### src/rtl/seg7_pkg.sv
// Shared types, digit table and FSM encoding for the seven-segment readback checker.
package seg7_pkg;

  typedef logic [6:0] seg7_t;

  localparam seg7_t SEG7_BLANK = 7'h7F;

  // Active-low {g,f,e,d,c,b,a} glyphs for hex digits 0..F
  localparam seg7_t SEG7_HEX [16] = '{
    7'b1000000, 7'b1111001, 7'b0100100, 7'b0110000,
    7'b0011001, 7'b0010010, 7'b0000010, 7'b1111000,
    7'b0000000, 7'b0010000, 7'b0001000, 7'b0000011,
    7'b1000110, 7'b0100001, 7'b0000110, 7'b0001110
  };

  typedef enum logic [1:0] {
    SETTLE      = 2'd0,
    PRESENT     = 2'd1,
    WAIT_CHANGE = 2'd2
  } state_t;

  function automatic logic [4:0] seg7_add5(input logic [3:0] a, input logic [3:0] b);
    return {1'b0, a} + {1'b0, b};
  endfunction

endpackage

### src/rtl/seg7_decode.sv
// Combinational seven-segment glyph to nibble decoder; unknown glyphs give nibble 0 and legal 0.
module seg7_decode
  import seg7_pkg::*;
(
  input  seg7_t      i_seg,
  output logic [3:0] o_nibble,
  output logic       o_legal
);

  // Table search over all sixteen legal glyphs
  always_comb begin
    o_nibble = 4'd0;
    o_legal  = 1'b0;
    for (int i = 0; i < 16; i++) begin
      if (i_seg == SEG7_HEX[i]) begin
        o_nibble = 4'(i);
        o_legal  = 1'b1;
      end else begin
        o_nibble = o_nibble;
      end
    end
  end

endmodule

### config.mk
export PLATFORM = sky130hd
export DESIGN_NAME = seg7_decode
export DESIGN_NICKNAME = d
export VERILOG_FILES = /design/src/rtl/seg7_pkg.sv /design/src/rtl/seg7_decode.sv
export SDC_FILE = /design/constraint.sdc
export NUM_CORES = 1
export LEC_CHECK = 0
export CAP_MARGIN = 20
export CORE_UTILIZATION = 27
export DETAILED_ROUTE_END_ITERATION = 10
export PLACE_DENSITY = 0.5
export SLEW_MARGIN = 10
export SYNTH_ARGS = -nofsm -noshare
export SYNTH_HDL_FRONTEND = slang
export SYNTH_SLANG_ARGS = --single-unit
### constraint.sdc
create_clock -name vclk -period 1.37
set_input_delay 0.2055 -clock vclk [all_inputs]
set_output_delay 0.2055 -clock vclk [all_outputs]
set_load 0.005 [all_outputs]
==> metrics.md <==
| Metric | Value |
|---|---|
| Port buffer count | `12` |
| GPL Wtd Cong | `0.819` |
| Hold crit path type | `input port to primary output` |
| Outcome | `finished, violations left` |
| Period minus WS final | `1.61 ns` |
| Critical Path AT | `1.41 ns` |
| Synth area leader | `buf_6` |
| Max FO, Critical Path | `2` |
| Crit path launch type | `input port` |
| Mean Syn Cell Area | `6.83 sq um` |
| CP endpoint kind | `primary output` |
| CP Class | `input port to primary output` |
| Crit path to | `o_legal` |
| I/O pins | `12` |
| Detailed Route WL | `1570 microns` |
| Synth area leaders | `buf_6 (8.7%), nand2_1 (7.7%), nor3_1 (6.4%)` |
| Die width | `40.0 microns` |
| WL/cell | `14.3 microns` |
| Post-Syn Nets | `64` |
| Period utilisation layout | `118%` |
| RSZ-0062 raised after global routing | `true` |
| Mapped Area | `389 sq um` |
| Die ar. | `1600 sq um` |
| Required @ worst endpoint | `1.16 ns` |
| Post-route ant nets | `0` |
| Grt ovf | `0` |
| Via count | `599` |
| Die span in y | `40.0 microns` |
| Worst IR drop on VDD | `0.132 mV` |
| Site Rows | `13` |
| Initial antenna violation count | `0` |
| Initial Util | `29.5%` |
| Core area | `1320 sq um` |
| Synth Warn # | `0` |
| Vias per inst | `5.45` |
| LEAKAGE | `0.368 nW` |
| Final net count | `104` |
| Launch point of the worst path | `i_seg[3]` |
| Initial detailed-routing violation count | `14` |
| F_max | `620 MHz` |
| Util after Layout | `60.6%` |
| Final setup fails | `5` |
| Relative slew slack | `85.2%` |
| Synth Instances | `57` |
| Unique masters post-synth | `34` |
| Layout cell share with drive strength beyond 1 | `64.2%` |
| Max_cap viols | `0` |
| Hold Fails Final Rpt | `0` |
| Final Cell Area | `798 sq um` |
| Post-DP HPWL | `884 microns` |
| CTS Hold Bufs | `0` |
| Pwr Density | `254 nW/um^2` |
| Number of global-route vias before repair | `531` |
| GRT Util Overall | `20.6%` |
| Seq/Total Area, Yosys | `0%` |
| Max-slew violations | `0` |
| Failing checks | `setup timing` |
| Placed insts | `96` |
| # diodes | `0` |
| Reg area | `0 sq um` |
| Total power | `0.000203 W` |
| Setup ws final | `-0.244 ns` |
| P&R area growth vs syn | `105%` |
| Residual DRC | `0` |
| Area after DPL | `606 sq um` |
| Global-route wire length before repair | `2290 microns` |
| Worst-margin pin slew | `0.219 ns` |
| Drt first pass iters | `4` |
| Finished Layout Cells | `110` |
| FFs & Latches | `0` |
| Top-area cell type share of the netlist area | `8.68%` |
| CLK BUF | `0` |
| Largest net degree at the start of global routing | `11` |
-- cells by family (layout without fill, tap and decap cells) --
kind of cell	after synthesis	count (layout)	share of synthesized area, %
AND/OR/NAND/NOR	33	33	53.7
AO/OA/AOI/OAI	14	14	24.1
buffers and inverters	8	46	17.7
XOR/XNOR	2	2	4.50
-- power by group --
group | internal (W) | switching [W]
Combinational | 0.000112 | 0.0000903
Sequential | 0 | 0
Clock | 0 | 0
-- Yosys cell counts (2+ instances only) --
library cell and number:
nand2_1 8, nor3_1 5, o21ai_0 4, buf_6 3
nand3_1 3, a31oi_1 2, buf_2 2, nor2_1 2
nor4b_1 2, o211a_1 2
-- per-layer routing --
metal,track usage [%],vias to the layer above,part of all wire (%)
li1,-,291,-
met1,25.7,283,39
met2,37.9,23,54
met3,0.556,2,5.6
met4,6.03,0,1.1
met5,0,-,0
-- critical path, stage by stage --
cell,delay [ns]
buf_6,0.08
and2_4,0.13
or4b_4,0.47
o211a_1,0.26
buf_6,0.12
nand3_2,0.04
buf_2,0.10
-- layout make-up --
cell class / count / area [sq um]
Fill cell: 116 / 519
Inverter: 1 / 3.75
Multi-Input combinational cell: 49 / 404
Timing Repair Buffer: 45 / 372
Tap cell: 15 / 18.8
-- what timing repair did --
action / CTS / global route
resized for setup: 70 / 12
pin swaps: 12 / 8
setup buffers: 12 / 2
gates cloned: 0 / 0
endpoints found under the setup margin: 5 / 5
-- how the worst min path moves through the flow --
stage / endpoint / depth (start not counted) / from / slack, ns
3_5_place_dp: o_nibble[1] / 5 / i_seg[4] / 1.57
6_report: o_nibble[1] / 4 / i_seg[2] / 0.91
2_1_floorplan: o_nibble[1] / 2 / i_seg[1] / 0.60
5_1_grt: o_nibble[0] / 5 / i_seg[3] / 0.95
3_3_place_gp: o_nibble[1] / 5 / i_seg[4] / 1.59
4_1_cts: o_nibble[0] / 5 / i_seg[3] / 0.92
-- through the flow --
stage                     hold WS (ns)  worst slack, ns  setup TNS, ns
final                            0.914           -0.244         -0.780
after global routing             0.950           -0.273          -1.05
after CTS                        0.917           -0.242         -0.813
after detailed placement          1.57           -0.974          -4.79
after global placement            1.59            -1.01          -4.90
after floorplan                  0.602          -0.0358        -0.0660
-- cell usage in the layout (no fill, tap or decap), types with 2 or more instances in the layout --
master and count:
nor3_1 3, o21ai_1 2, nand2_1 6, nand3_2 2, buf_2 5, o211a_1 2
buf_4 26, buf_6 13, nand2_2 2, nand3_1 2
Power figures use the tool's default switching activity.
